<file path="config.mk">
export PLATFORM = sky130hd
export DESIGN_NAME = shumezuesi_16bit_flat
export DESIGN_NICKNAME = d
export VERILOG_FILES = /design/src/rtl/shumezuesi_16bit_pkg.sv /design/src/rtl/shumezuesi_16bit_if.sv /design/src/rtl/shumezuesi_16bit_mbledhesi.sv /design/src/rtl/shumezuesi_16bit.sv /design/src/flat_wrapper.sv
export SDC_FILE = /design/constraint.sdc
export NUM_CORES = 1
export LEC_CHECK = 0
export ABC_AREA = 1
export BUFFER_PORTS_ARGS = -buffer_cell sky130_fd_sc_hd__buf_2
export CELL_PAD_IN_SITES_DETAIL_PLACEMENT = 0
export CELL_PAD_IN_SITES_GLOBAL_PLACEMENT = 1
export CORE_UTILIZATION = 40
export CTS_CLUSTER_SIZE = 12
export DETAILED_ROUTE_END_ITERATION = 6
export PLACE_DENSITY_LB_ADDON = 0.1
export SLEW_MARGIN = 20
export SYNTH_ARGS = -nofsm -noshare
export SYNTH_HDL_FRONTEND = slang
export SYNTH_SLANG_ARGS = --single-unit
</file>
<file path="constraint.sdc">
create_clock -name Clock -period 7.4 [get_ports Clock]
set_clock_uncertainty 0.15 [all_clocks]
set_input_delay 1.11 -clock Clock [delete_from_list [all_inputs] [get_ports Clock]]
set_output_delay 1.11 -clock Clock [all_outputs]
set_load 0.02 [all_outputs]
</file>
<file path="src/rtl/shumezuesi_16bit_pkg.sv">
// Shared CPU constants for the execute-stage multiplier: the default operand
// width, the counter-width helper and the multiplier FSM state encoding.
package shumezuesi_16bit_pkg;

  localparam int WIDTH_DEF = 16;

  // The counter must be able to hold WIDTH itself, so it gets one bit more than log2.
  function automatic int cnt_width(input int width);
    return $clog2(width) + 1;
  endfunction

  typedef enum logic [1:0] {
    IDLE = 2'b00,
    RUN  = 2'b01,
    DONE = 2'b10
  } state_t;

endpackage

</file>
<file path="src/rtl/shumezuesi_16bit_if.sv">
// Request/result bundle between the CPU control unit and the multiplier.
// The control unit is the master and the multiplier is the slave.
interface shumezuesi_16bit_if #(
  parameter int WIDTH = shumezuesi_16bit_pkg::WIDTH_DEF
);

  logic             Start;
  logic [WIDTH-1:0] Hyrja0;
  logic [WIDTH-1:0] Hyrja1;
  logic             Busy;
  logic             Done;
  logic [WIDTH-1:0] DaljaLo;
  logic [WIDTH-1:0] DaljaHi;

  modport master (
    output Start, Hyrja0, Hyrja1,
    input  Busy, Done, DaljaLo, DaljaHi
  );

  modport slave (
    input  Start, Hyrja0, Hyrja1,
    output Busy, Done, DaljaLo, DaljaHi
  );

endinterface

</file>
<file path="src/rtl/shumezuesi_16bit_mbledhesi.sv">
// WIDTH-bit unsigned adder with carry-out, used for the accumulate step of
// the shift-add multiplier.
module mbledhesi_16bit #(
  parameter int WIDTH = 16
) (
  input  logic [WIDTH-1:0] a,
  input  logic [WIDTH-1:0] b,
  output logic [WIDTH-1:0] sum,
  output logic             cout
);

  assign {cout, sum} = {1'b0, a} + {1'b0, b};

endmodule

</file>
<file path="src/rtl/shumezuesi_16bit.sv">
// Sequential unsigned shift-add multiplier: retires one multiplier bit per clock.
// The product registers change only on entry to DONE.
module shumezuesi_16bit
  import shumezuesi_16bit_pkg::*;
#(
  parameter int WIDTH = WIDTH_DEF
) (
  input  logic                Clock,
  input  logic                Reset,
  shumezuesi_16bit_if.slave   bus
);

  localparam int CNT_W = cnt_width(WIDTH);

  state_t               state;
  state_t               state_nxt;
  logic                 accept;
  logic                 last_iter;
  logic [WIDTH-1:0]     mcand;
  logic [2*WIDTH:0]     acc;
  logic [2*WIDTH:0]     acc_step;
  logic [CNT_W-1:0]     cnt;
  logic [2*WIDTH-1:0]   prod;
  logic [WIDTH-1:0]     sum;
  logic                 cout;

  mbledhesi_16bit #(.WIDTH(WIDTH)) u_mbledhesi (
    .a    (acc[2*WIDTH-1:WIDTH]),
    .b    (mcand),
    .sum  (sum),
    .cout (cout)
  );

  assign last_iter = (cnt == CNT_W'(WIDTH - 1));

  // The carry lands in the top accumulator bit before the shift brings it down.
  always_comb begin
    acc_step = acc >> 1;
    if (acc[0]) begin
      acc_step = {cout, sum, acc[WIDTH-1:0]} >> 1;
    end
  end

  always_ff @(posedge Clock or posedge Reset) begin
    // NOTE: sequential state uses non-blocking (<=) so every flop samples pre-edge values; blocking here would make results depend on statement order.
    if (Reset) begin
      state <= IDLE;
    end else begin
      state <= state_nxt;
    end
  end

  always_comb begin
    // NOTE: every output of this block gets a default first, so no path leaves one unassigned and no latch is inferred.
    state_nxt = state;
    accept    = 1'b0;
    unique case (state)
      IDLE: begin
        if (bus.Start) begin
          accept    = 1'b1;
          state_nxt = RUN;
        end
      end
      RUN: begin
        if (last_iter) begin
          state_nxt = DONE;
        end
      end
      DONE: begin
        accept    = bus.Start;
        state_nxt = bus.Start ? RUN : IDLE;
      end
      default: state_nxt = IDLE;
    endcase
  end

  // Start during RUN never reaches here: accept is only raised from IDLE or DONE.
  always_ff @(posedge Clock or posedge Reset) begin
    if (Reset) begin
      mcand <= '0;
      acc   <= '0;
      cnt   <= '0;
      prod  <= '0;
    end else if (accept) begin
      mcand <= bus.Hyrja0;
      acc   <= {{(WIDTH + 1){1'b0}}, bus.Hyrja1};
      cnt   <= '0;
    end else if (state == RUN) begin
      acc <= acc_step;
      cnt <= cnt + CNT_W'(1);
      if (last_iter) begin
        prod <= acc_step[2*WIDTH-1:0];
      end
    end
  end

  assign bus.Busy    = (state == RUN);
  assign bus.Done    = (state == DONE);
  assign bus.DaljaLo = prod[WIDTH-1:0];
  assign bus.DaljaHi = prod[2*WIDTH-1:WIDTH];

endmodule

</file>
<file path="src/flat_wrapper.sv">
// flat-port wrapper written by rule: the top's interface ports become plain ports
module shumezuesi_16bit_flat import shumezuesi_16bit_pkg::*;
#(
  parameter int WIDTH = WIDTH_DEF
)
  (Clock, Reset, bus_Start, bus_Hyrja0, bus_Hyrja1, bus_Busy, bus_Done, bus_DaljaLo, bus_DaljaHi);
  shumezuesi_16bit_if #(.WIDTH(WIDTH)) bus_i ();
  input  logic Clock;
  input  logic Reset;
  input wire logic [$bits(bus_i.Start)-1:0] bus_Start;
  input wire logic [$bits(bus_i.Hyrja0)-1:0] bus_Hyrja0;
  input wire logic [$bits(bus_i.Hyrja1)-1:0] bus_Hyrja1;
  output wire logic [$bits(bus_i.Busy)-1:0] bus_Busy;
  output wire logic [$bits(bus_i.Done)-1:0] bus_Done;
  output wire logic [$bits(bus_i.DaljaLo)-1:0] bus_DaljaLo;
  output wire logic [$bits(bus_i.DaljaHi)-1:0] bus_DaljaHi;
  assign bus_i.Start = bus_Start;
  assign bus_i.Hyrja0 = bus_Hyrja0;
  assign bus_i.Hyrja1 = bus_Hyrja1;
  assign bus_Busy = bus_i.Busy;
  assign bus_Done = bus_i.Done;
  assign bus_DaljaLo = bus_i.DaljaLo;
  assign bus_DaljaHi = bus_i.DaljaHi;
  shumezuesi_16bit #(.WIDTH(WIDTH)) u_core (.Clock(Clock), .Reset(Reset), .bus(bus_i));
endmodule
</file>
======== Word level (Yosys, flattened, before mapping) ========
Index checks and enable logic that the tools add are counted.
storage, ports and cells
  register bits after elaboration ......... 88
  input bits .............................. 35
  output and inout bits ................... 34
  logic and storage cells ................. 28
cells by class
  add/subtract/negate cells ............... 2
  equal/unequal tests ..................... 5
  mux-type cells .......................... 11
  bitwise logic cells ..................... 1
  reductions and logical operators ........ 4
operators by type and width
  operator               number
  $mux W33               2
  $mux W32               1
  $add A16 B16 Y17       1
  $mux W5                2
  $pmux W2 S3            1
  $add A5 B1 Y5 const B  1
  $eq A5 B4 Y1 const B   1
  $mux W2                2
  $reduce_and A3 Y1      1
  $eq A2 B1 Y1 const B   1
  $eq A2 B2 Y1 const B   1
  $logic_not A2 Y1       1
  $mux W1                2
  $ne A2 B1 Y1 const B   1
  $ne A2 B2 Y1 const B   1
  $pmux W1 S2            1
  $reduce_and A2 Y1      1
  $reduce_bool A2 Y1     1
  $not A1 Y1             1

======== Longest topological paths before layout ========
  depth in word-level cells ............... 4
  mapped depth ............................ 12
  depth with buffers taken out ............ 12

======== Hierarchy ========
Synthesis repeated with hierarchy kept, for this count alone.
unflattened totals
  cell total of the unflattened synthesis .. 644
  area total of the unflattened synthesis .. 4,720.8 sq um
modules (own cells, without submodules)
  module            instances  cells each  area an instance (sq um)  sequential area each (sq um)
  shumezuesi_16bit  1          459         3,741.1                   2,177.1
  mbledhesi_16bit   1          185         979.7                     0.0

======== Worst setup path before layout ========
Ideal clock, no wire load.
  kind .................................... input port to flip-flop
  from .................................... input bus_Start
  to ...................................... register u_core.acc[0]
  library setup time ...................... 139 ps
  arrival ................................. 1,726 ps
  path slack .............................. 5,386 ps
  stages on the path ...................... 6
  buffers on the path ..................... 2
  path through ............................ nand2_1 buf_2 inv_2 buf_2 nand2_1 o221ai_1
on the way
  word-level cells in the longest chain between the ends .. 3
  elaborated cells between the ends (all ways) .. 4
  classes of those cells .................. mux: 3; reduce/logical: 1
ends and longest elaborated chain
  item                                                   line                    text
  start: declaration                                     flat_wrapper.sv:10      input wire logic [$bits(bus_i.Start)-1:0] bus_Start;
  $mux W1                                                shumezuesi_16bit.sv:59  if (bus.Start) begin
  $pmux W1 S2 (*)                                        shumezuesi_16bit.sv:57  unique case (state)
  $mux W33 / $reduce_bool A2 Y1 (equally long branches)  -
  end signal: assignment                                 shumezuesi_16bit.sv:86  acc <= {{(WIDTH + 1){1'b0}}, bus.Hyrja1};
  end signal: assignment                                 shumezuesi_16bit.sv:89  acc <= acc_step;
  end: declaration                                       shumezuesi_16bit.sv:20  logic [2*WIDTH:0] acc;
Every way passes the cells marked *; elsewhere a longest branch is shown, timed or not.
A chain may end at the register's enable or synchronous reset.

======== Worst setup path in the final report ========
  from .................................... input bus_Start
  to ...................................... register u_core.acc[20]
The elaborated chain is that of the path after synthesis.

==> results.tsv <==
stage	metric	value	unit
min_path	Hold Crit Class	register to register	
yosys	#FFs+latches synth	87	
power	worst ir drop on vdd	0.190	mV
place	Post-DP Area	4980	µm²
finish	Cell Count, Final, Fillers Out	776	
yosys	main flop type after synthesis	dfrtp_1	
power	total power	2.82	mW
yosys	asr flop ratio synth	100	%
clock_network	CTS Sinks	87	
floorplanning	DIE WIDTH	109	µm
critical_path	largest stage delay on the critical path	0.58	ns
grt	initial antenna violation count	0	
flow_run	max_cap viols	0	
floorplanning	Die Y	109	µm
floorplanning	Initial Util	41.6	%
critical_path	Slowest cell on crit path	nand2_1	
place	GPL Wtd Cong	0.902	
sta	Slew headroom	30.6	%
critical_path	critical path launch point	bus_Start	
finish	area grow syn2layout	17.4	%
clock_network	cts hold-fix bufs	0	
yosys	Seq/Total Area, Yosys	47.7	%
critical_path	crit-path cells	buf_2 > nand2_1 > nand2_2 > inv_2 > nand2_1 > o21ai_1	
critical_path	worst-path maximum fanout	24	
critical_path	CP endpoint kind	register	
clock_network	H-tree lvl count	3	
grt	largest net degree at the start of global routing	79	
sta	RSZ-0062 raised after global routing	no	
critical_path	Worst EP arrival	2.76	ns
drt	routed vias/inst	4.80	
grt	first-pass GRT wire length	18400	µm
power	Leak	2.94	nW
grt	grt total ovfl	0	
drt	DRC	0	
critical_path	required time worst endpoint	7.53	ns
finish	Multi-input gate area	1990	µm²
sta	Hold Fails Final Rpt	0	
yosys	Syn Inst Count	571	
sta	actual slew at the worst max-slew pin	1.04	ns
grt	vias in the first global route	3642	
finish	Layout Nets	685	
clock_network	clk buf depth	2	
drt	initial drt markers	141	
clock_network	Root Buffer	clkbuf_16	
sta	Slew Limit Fails	0	
finish	Reg area	2180	µm²
critical_path	crit start category	input pin	
critical_path	most frequent CP cell	nand2_1	
drt	routed length per placed instance	14.1	µm
clock_network	CTS Buf Count	9	
sta	setup TNS	0	ns
critical_path	worst reg2reg path startpoint	u_core.cnt[0]	
sta	Tcrit/Tclk final	35.6	%
run_status	status	complete, no violations	
sta	Max Fclk	379	MHz
sta	# setup viols final	0	
clock_network	post-CTS setup repair buffer count	0	
sta	minimum clock period	2.64	ns
drt	drt first pass iters	4	
place	Inst Count DP	760	
clock_network	CTS clk-pin slew, worst paths	0.07	ns
place	I/O Buffers	68	
clock_network	CTS tree	built	
floorplanning	I/O pins	69	
floorplanning	total core area	11000	µm²
clock_network	post-CTS sizing	0	
finish	# fillers	1081	
floorplanning	Die Area	11800	µm²
yosys	Cell Area, Synth	4570	µm²
drt	total number of vias	3721	
finish	# diodes	0	
power	power per cell area	525	nW/µm²
clock_network	Clock Latency Late Sink	0.35	ns
yosys	distinct cell type count after synthesis	36	
yosys	Yosys warnings	0	
drt	final wirelength	10900	µm
yosys	Post-synth EDFFs	0	
min_path	min-delay src	u_core.prod[28]	
finish	layout cells sized above 1	20.0	%
critical_path	Worst Path Class, Setup	input pin to register	
drt	Routed Antenna Nets	0	
yosys	Mapped Nets	625	
grt	GRT Util Overall	20.6	%
finish	final instance area	5360	µm²
place	HPWL Detailed	7840	µm
floorplanning	Core Rows	38	
yosys	syn avg cell area	8.00	µm²
-- per-layer routing --
layer | GRT usage, % | vias up | part of all wire [%] | wire length, µm
met2 | 29.9 | 62 | 43 | 4660
met1 | 30.3 | 1715 | 52 | 5670
met5 | 0 | - | 0 | 0
met3 | 4.72 | 9 | 4.3 | 473
li1 | - | 1935 | - | -
met4 | 6.37 | 0 | 1.3 | 143
-- power by group --
group          internal (mW)  total, mW  switching [mW]
logic                  0.500       1.39           0.894
clock network          0.376      0.578           0.202
registers              0.691      0.846           0.155
total                   1.57       2.82            1.25
-- area by class of cell --
cell class                 instances  share of cell area, %
clock inverter                     6                   2.61
multi-input combinational        387                   37.0
tap                              140                   3.27
sequential                        87                   40.6
clock buffer                      10                   4.46
inverter                          77                   5.46
timing repair buffer              69                   6.56
-- cells in the mapped netlist, drive strengths merged, types with 2 or more instances --
master / instances / share of area [%]
o221ai: 16 / 3.1
nor2: 17 / 1.7
ha: 18 / 4.9
inv: 77 / 6.4
o21ai: 40 / 4.4
buf: 16 / 2.0
o22ai: 4 / 0.55
clkbuf: 4 / 0.55
nor3: 3 / 0.66
nand3: 40 / 5.0
dfrtp: 87 / 48
a21oi: 7 / 0.85
nand2: 222 / 19
nand4: 2 / 0.27
nand3b: 2 / 0.60
xnor2: 3 / 0.58
or2: 9 / 1.3
-- flip-flops by register name (all words and copies together), names as in the netlist --
| signal | flops |
|---|---|
| u_core.acc | 32 |
| u_core.prod | 32 |
| u_core.mcand | 16 |
| u_core.cnt | 5 |
| u_core.state | 2 |
-- final timing paths --
check                             endpoint  slack (ns)  cells past startpoint
max in group asynchronous    u_core.acc[0]        5.62                      3
setup / recovery            u_core.acc[20]        4.76                      6
hold / removal             u_core.prod[28]        0.33                      2
hold reg to reg            u_core.prod[28]        0.33                      2
min in group asynchronous  u_core.mcand[2]        0.50                      2
setup reg to reg           u_core.prod[24]        4.98                      8
-- cells in the final DEF, fill, tap and decap left out, types with 14 or more instances in the layout --
cell type / Yosys / routed
buf_2: 12 / 68
dfrtp_1: 87 / 86
ha_1: 18 / 18
inv_1: 67 / 66
nand2_1: 216 / 215
nand3_1: 34 / 34
nor2_1: 14 / 14
o21ai_1: 31 / 31
o221ai_1: 16 / 16
-- through the flow --
step | utilization, % | hold slack (ns) | worst slack [ns]
after floorplan | - | 0.303 | 3.89
after global placement | 45.3 | 0.312 | 4.41
final | 48.8 | 0.326 | 4.76
after detailed placement | 45.3 | 0.310 | 4.34
after CTS | 48.8 | 0.327 | 4.71
after global routing | 48.8 | 0.342 | 4.49
-- worst max-delay path: cells and delay by family --
kind | cells | cell delay [ns]
and+or+nand+nor | 3 | 1.15
AOI/OAI and AO/OA | 1 | 0.08
buffers and inverters | 2 | 0.42
-- cell families (layout without fill, tap and decap cells) --
group	after synthesis	after routing	synth area share, %
adder cells (fa/ha/maj)	19	19	5.37
AO/OA/AOI/OAI	69	69	9.18
flip-flops	87	87	47.7
XOR/XNOR	3	3	0.575
AND/OR/NAND/NOR	296	296	28.3
buffers and inverters	97	162	8.90
Power figures use the tool's default switching activity.
